File: config.mk
export PLATFORM = sky130hd
export DESIGN_NAME = bias_add_stage
export DESIGN_NICKNAME = d
export VERILOG_FILES = /design/src/rtl/bias_add_stage.sv
export SDC_FILE = /design/constraint.sdc
export NUM_CORES = 2
export LEC_CHECK = 0
export ABC_AREA = 1
export CAP_MARGIN = 20
export CELL_PAD_IN_SITES_DETAIL_PLACEMENT = 0
export CELL_PAD_IN_SITES_GLOBAL_PLACEMENT = 1
export CORE_MARGIN = 4
export CORE_UTILIZATION = 30
export CTS_CLUSTER_DIAMETER = 40
export DETAILED_ROUTE_END_ITERATION = 7
export GPL_ROUTABILITY_DRIVEN = 0
export PLACE_DENSITY_LB_ADDON = 0.1
export SETUP_SLACK_MARGIN = 0.02
export SYNTH_ARGS = -nofsm -noshare
export SYNTH_HDL_FRONTEND = slang
export SYNTH_SLANG_ARGS = --single-unit
File: constraint.sdc
create_clock -name clk_i -period 55.6 [get_ports clk_i]
set_input_delay 16.68 -clock clk_i [delete_from_list [all_inputs] [get_ports clk_i]]
set_output_delay 16.68 -clock clk_i [all_outputs]
set_load 0.02 [all_outputs]
File: src/rtl/bias_add_stage.sv
// bias_add_stage
// Adds a per-group, per-lane signed bias to each accumulator vector leaving
// the adder trees and saturates every lane to DATA_W. Biases live in a small
// writable register file addressed as group*N_adder_tree + lane. A group
// pointer advances on every accepted vector so consecutive vectors pick up
// consecutive output-channel groups; start rewinds it at frame boundaries.
// One output register with valid/ready gives 1-cycle latency and full
// throughput when the downstream stage keeps out_ready_i high.

module bias_add_stage #(
  parameter int N_adder_tree = 16,
  parameter int DATA_W       = 18,
  parameter int N_GROUPS     = 4,
  parameter int ADDR_W       = $clog2(N_GROUPS * N_adder_tree),
  parameter int GRP_W        = (N_GROUPS > 1) ? $clog2(N_GROUPS) : 1
) (
  input  logic                             clk_i,
  input  logic                             rst_i,
  input  logic                             cfg_we_i,
  input  logic [ADDR_W-1:0]                cfg_addr_i,
  input  logic [DATA_W-1:0]                cfg_data_i,
  input  logic                             start_i,
  input  logic                             in_valid_i,
  output logic                             in_ready_o,
  input  logic [N_adder_tree*DATA_W-1:0]   in_data_i,
  output logic                             out_valid_o,
  input  logic                             out_ready_i,
  output logic [N_adder_tree*DATA_W-1:0]   out_data_o,
  output logic [GRP_W-1:0]                 out_group_o,
  output logic                             out_last_o,
  output logic                             ovf_o
);

  localparam int DEPTH = N_GROUPS * N_adder_tree;
  localparam int VEC_W = N_adder_tree * DATA_W;

  // When the address space is exactly filled no address can be out of range,
  // so the range compare is skipped to avoid a constant-true comparison.
  localparam bit              ADDR_FULL = (DEPTH == (1 << ADDR_W));
  localparam logic [ADDR_W:0] DEPTH_L   = (ADDR_W + 1)'(DEPTH);

  localparam logic [GRP_W-1:0]  GRP_LAST = GRP_W'(N_GROUPS - 1);
  localparam logic [DATA_W-1:0] SAT_MAX  = {1'b0, {(DATA_W-1){1'b1}}};
  localparam logic [DATA_W-1:0] SAT_MIN  = {1'b1, {(DATA_W-1){1'b0}}};

  // Bias register file
  logic [DATA_W-1:0] bias_q [DEPTH];
  logic              cfg_addr_ok;

  // Group pointer and sticky overflow
  logic [GRP_W-1:0] grp_q, grp_d;
  logic             ovf_q, ovf_d;

  // Output register
  logic             out_valid_q, out_valid_d;
  logic [VEC_W-1:0] out_data_q, out_data_d;
  logic [GRP_W-1:0] out_group_q, out_group_d;
  logic             out_last_q, out_last_d;

  // Datapath
  logic                     accept;
  logic [GRP_W-1:0]         grp_use;
  logic [VEC_W-1:0]         sum_vec;
  logic [N_adder_tree-1:0]  lane_sat;
  logic                     any_sat;
  logic [ADDR_W-1:0]        rd_idx;
  logic [DATA_W-1:0]        lane_a;
  logic [DATA_W-1:0]        lane_b;
  logic [DATA_W:0]          lane_sum;
  logic [DATA_W-1:0]        lane_res;

  assign cfg_addr_ok = ADDR_FULL ? 1'b1 : ({1'b0, cfg_addr_i} < DEPTH_L);

  assign in_ready_o = !out_valid_q || out_ready_i;
  assign accept     = in_valid_i && in_ready_o;

  // A vector accepted together with start belongs to the new frame: group 0.
  assign grp_use = start_i ? '0 : grp_q;

  // Bias writes; a same-edge read in the adder still sees the old word.
  always_ff @(posedge clk_i or posedge rst_i) begin
    if (rst_i) begin
      for (int k = 0; k < DEPTH; k++) begin
        bias_q[k] <= '0;
      end
    end else if (cfg_we_i && cfg_addr_ok) begin
      bias_q[cfg_addr_i] <= cfg_data_i;
    end
  end

  // Per-lane sign-extended add with clamp to the DATA_W signed range.
  always_comb begin
    sum_vec  = '0;
    lane_sat = '0;
    rd_idx   = '0;
    lane_a   = '0;
    lane_b   = '0;
    lane_sum = '0;
    lane_res = '0;
    for (int i = 0; i < N_adder_tree; i++) begin
      rd_idx   = ADDR_W'(int'(grp_use) * N_adder_tree + i);
      lane_a   = in_data_i[i*DATA_W +: DATA_W];
      lane_b   = bias_q[rd_idx];
      lane_sum = {lane_a[DATA_W-1], lane_a} + {lane_b[DATA_W-1], lane_b};
      // The two top bits disagree exactly when the sum left the DATA_W range;
      // the extra top bit then carries the true sign.
      if (lane_sum[DATA_W] != lane_sum[DATA_W-1]) begin
        lane_sat[i] = 1'b1;
        lane_res    = lane_sum[DATA_W] ? SAT_MIN : SAT_MAX;
      end else begin
        lane_res    = lane_sum[DATA_W-1:0];
      end
      sum_vec[i*DATA_W +: DATA_W] = lane_res;
    end
  end

  assign any_sat = |lane_sat;

  // Next-state for group pointer, overflow flag and output register.
  always_comb begin
    grp_d       = grp_q;
    ovf_d       = ovf_q;
    out_valid_d = out_valid_q;
    out_data_d  = out_data_q;
    out_group_d = out_group_q;
    out_last_d  = out_last_q;

    if (accept) begin
      grp_d = (grp_use == GRP_LAST) ? '0 : grp_use + 1'b1;
    end else if (start_i) begin
      grp_d = '0;
    end

    // Saturation in the same cycle as start must survive the clear.
    if (accept && any_sat) begin
      ovf_d = 1'b1;
    end else if (start_i) begin
      ovf_d = 1'b0;
    end

    if (accept) begin
      out_valid_d = 1'b1;
      out_data_d  = sum_vec;
      out_group_d = grp_use;
      out_last_d  = (grp_use == GRP_LAST);
    end else if (out_ready_i) begin
      out_valid_d = 1'b0;
    end
  end

  // State registers; reset discards any in-flight output.
  always_ff @(posedge clk_i or posedge rst_i) begin
    if (rst_i) begin
      grp_q       <= '0;
      ovf_q       <= 1'b0;
      out_valid_q <= 1'b0;
      out_data_q  <= '0;
      out_group_q <= '0;
      out_last_q  <= 1'b0;
    end else begin
      grp_q       <= grp_d;
      ovf_q       <= ovf_d;
      out_valid_q <= out_valid_d;
      out_data_q  <= out_data_d;
      out_group_q <= out_group_d;
      out_last_q  <= out_last_d;
    end
  end

  assign out_valid_o = out_valid_q;
  assign out_data_o  = out_data_q;
  assign out_group_o = out_group_q;
  assign out_last_o  = out_last_q;
  assign ovf_o       = ovf_q;

endmodule

==> metrics <==
status=completed; number of gates given a new drive strength after cts=0; worst-path cell chain=clkdlybuf4s50_1, inv_1, nand2_1, clkdlybuf4s50_1; Vias per Instance=5.00; Final Critical Period=34.61 ns; Synth Register Bits=1447; CTS max path bufs=4; vertical extent of the die=505 um; first-pass GRT wire length=401 mm; # port buffers=611; Max stage delay on crit path=0.64 ns; Die Outline Area=255000 um^2; Pleak=43.6 nW; RSZ-0062 raised after global routing=false; uppermost metal layer occupied by signal nets=met5; filler cell count in the final layout=25100; Data arrival, critical path=17.93 ns; critical-path maximum fanout=3; antenna violations before repair=40; multi-input logic area=34300 um^2; crit-path leading delay family=buffers and inverters; Final Skew=0.0688 ns; CP Buf/Inv Count=3; number of standard cells after synthesis=8988; Met3 Routed Length=17.2 mm; largest net degree at the start of global routing=165; global route total overflow=0; Post-Syn Area=74200 um^2; number of clock buffers inserted by TritonCTS=326; CTS root buf=clkbuf_16; Pre-Repair DR Iteration Count=8; actual slew at the worst max-slew pin=1.12 ns; Initial Utilization=0.302; CTS H-Tree Depth=5; non-filler instance count after layout=12900; number of nets at the end of the flow=10100; classification of the worst-slack hold path=reg -> reg; total of endpoints with negative setup slack in the final report=0; largest vdd supply drop=31.2 uV; Storage cell area=36200 um^2; number of global-route vias before repair=63400; vias after detailed routing=64600; relative slew slack=0.253; upper clock frequency limit=28.9 MHz; number of I/O pins=612; Iter 0 DRT Violations=4899; number of cells after detailed placement=12300; Sum Neg Setup Slack=0 ns; final-report max-slew violation count=0; yosys warns=0; post-placement cell area=82800 um^2; share of flip-flops with an asynchronous set or reset=1.00; max capacitance violation total=0; area of all placed cells without fillers=94200 um^2; die outline width=505 um; portion of the clock cycle consumed by the worst path in the final layout=0.623; cell row count=182; length of routed wiring on met1=129 mm; WL met2=112 mm; number of remaining DRC errors=0; required time of the critical path=38.92 ns; wirelength, routed=264 mm; endpoint class of the critical path=primary output; standard cell core area=246000 um^2; number of buffers inserted by post-CTS setup repair=0; highest-delay cell along the critical path=clkdlybuf4s50_1; post-detailed-route count of antenna-violating nets=0; Clock Latency Late Sink=0.93 ns; average wire per standard cell=20.4 um; count of endpoints failing hold in the final timing report=0; Main synth FF type=dfrtp_1; CP Class=in -> out; global-route total usage across every layer=0.202; clock tree from TritonCTS=built; area added between synthesis and finish=27.0%; layout cells sized above 1=0.0802; number of sinks on the clock net=1447; power per standard cell area=49.0 nW/um^2; HPWL after detailed placement=170 mm; number of distinct library cell variants in the gate-level netlist after synthesis=45; net count after synthesis=9611; Startpoint Class=input pin; number of synthesized flops with an enable pin=0; most frequent CP cell=clkdlybuf4s50_1; cts hold-fix bufs=0; Avg Synthesized Cell Area=8.25 um^2; sequential fraction of the synthesis area=0.488; clock transition at the registers of the reported paths=0.05 ns
worst reg2reg max path, cell delays in order, from the launching register on:
cell	delay, ns
dfrtp_4	0.81
inv_1	0.17
nor2_4	0.19
buf_4	0.68
buf_4	0.67
buf_4	0.79
o21ai_0	0.17
o22ai_1	0.52
ha_1	0.41
nand2_1	0.10
nand2_1	0.07
nand2_1	0.06
nand2_1	0.04
nand2_1	0.05
nand3_1	0.14
nand2_1	0.16
nand2_1	0.09
nand2_1	0.06
nand2_1	0.04
nand2_1	0.48
nand2_1	0.26
nor2_1	0.63
nand2_1	0.12
nor2_1	0.12
nand2_1	0.15
nand2_1	0.09
nand2_1	0.05
Yosys cell counts, types with 3 or more instances:
cell / count / area, um^2
ha_1: 289 / 3620
a31oi_1: 54 / 338
clkbuf_1: 469 / 1760
nor3_2: 3 / 30.0
o21ai_1: 5 / 25.0
a21oi_2: 13 / 114
xor2_1: 92 / 806
nand4_1: 7 / 43.8
inv_1: 373 / 1400
buf_1: 10 / 37.5
o211ai_1: 13 / 97.6
nor2_4: 6 / 67.6
a22oi_1: 288 / 2160
o21ai_0: 1421 / 7110
a21oi_1: 580 / 2900
o21bai_1: 16 / 120
nor4_1: 16 / 100
dfrtp_1: 1447 / 36200
nor3_1: 20 / 100
a31o_2: 3 / 26.3
nand3_1: 226 / 1130
inv_2: 10 / 37.5
o22ai_1: 288 / 1800
nor2_2: 5 / 31.3
buf_6: 3 / 33.8
a21o_1: 13 / 97.6
fa_1: 16 / 320
nor4_4: 7 / 149
buf_2: 71 / 355
nand2_2: 66 / 413
buf_4: 12 / 90.1
nor2_1: 788 / 2960
nand2_1: 2189 / 8220
nor3_4: 7 / 114
xnor2_1: 108 / 946
nor3b_1: 6 / 45.0
a21boi_0: 23 / 173
or2_2: 13 / 81.3
routing by layer:
layer,vias to the layer above,global-route usage
li1,31500,-
met1,31100,0.293
met2,1633,0.300
met3,349,0.0507
met4,20,0.0471
met5,-,0
power breakdown:
group | switching (mW) | internal [mW] | total [mW]
registers | 0.117 | 1.26 | 1.38
clock network | 0.620 | 1.39 | 2.01
logic | 0.748 | 0.478 | 1.23
metrics by stage:
stage,power (mW),utilization,setup slack [ns],hold slack [ns]
after floorplan,2.15,-,18.89,0.448
after global placement,2.62,0.337,20.87,0.460
after detailed placement,2.63,0.337,20.98,0.467
after CTS,4.68,0.383,20.98,0.479
after global routing,4.89,0.383,20.96,0.490
final,4.61,0.383,20.99,0.475
worst paths after layout:
check	startpoint	endpoint	slack [ns]	cells past startpoint
max	out_ready_i	in_ready_o	20.99	4
min	bias_q[974]	bias_q[974]	0.47	2
max reg2reg	grp_q[0]	ovf_o	48.41	26
min reg2reg	bias_q[974]	bias_q[974]	0.47	2
max in group asynchronous	rst_i	out_data_o[164]	33.33	9
min in group asynchronous	rst_i	out_valid_o	16.28	2
sequential cells by signal (all words and copies together), names as in the netlist:
register,flops
bias_q,1152
grp_q,2
ovf_o,1
out_group_o,2
out_valid_o,1
out_last_o,1
out_data_o,288
logic make-up after synthesis:
family,share of synthesized area
and+or+nand+nor,0.182
AOI/OAI and AO/OA,0.203
DFF,0.488
buffers and inverters,0.0503
adders and majority gates,0.0531
xor gates and xnor gates,0.0236
cell type report:
| type | instances | area share |
|---|---|---|
| Clock inverter | 162 | 0.0250 |
| Tap cell | 3220 | 0.0428 |
| Antenna cell | 20 | 0.000531 |
| Sequential cell | 1447 | 0.384 |
| Clock buffer | 411 | 0.0959 |
| Timing Repair Buffer | 687 | 0.0722 |
| Inverter | 385 | 0.0158 |
| Multi-Input combinational cell | 6589 | 0.364 |
cells in the final DEF, fill, tap and decap left out, types with 13 or more instances in the layout:
cell type	count
nand2_1	2187
o21bai_1	16
clkinvlp_4	27
nand3_1	226
o21ai_0	1421
o211ai_1	13
xor2_1	92
clkinv_4	18
diode_2	20
a21o_1	13
fa_1	16
buf_4	67
o22ai_1	288
dfrtp_1	1446
nand2_2	66
a22oi_1	288
clkdlybuf4s50_1	611
inv_1	354
a31oi_1	54
a21boi_0	23
bufinv_16	53
or2_2	13
nor3_1	20
nor4_1	16
nor2_1	787
a21oi_2	13
inv_6	19
ha_1	289
clkbuf_8	45
clkinv_2	62
clkbuf_1	35
a21oi_1	580
clkbuf_16	331
xnor2_1	108
Note: power is estimated with default switching activity, not from simulation.
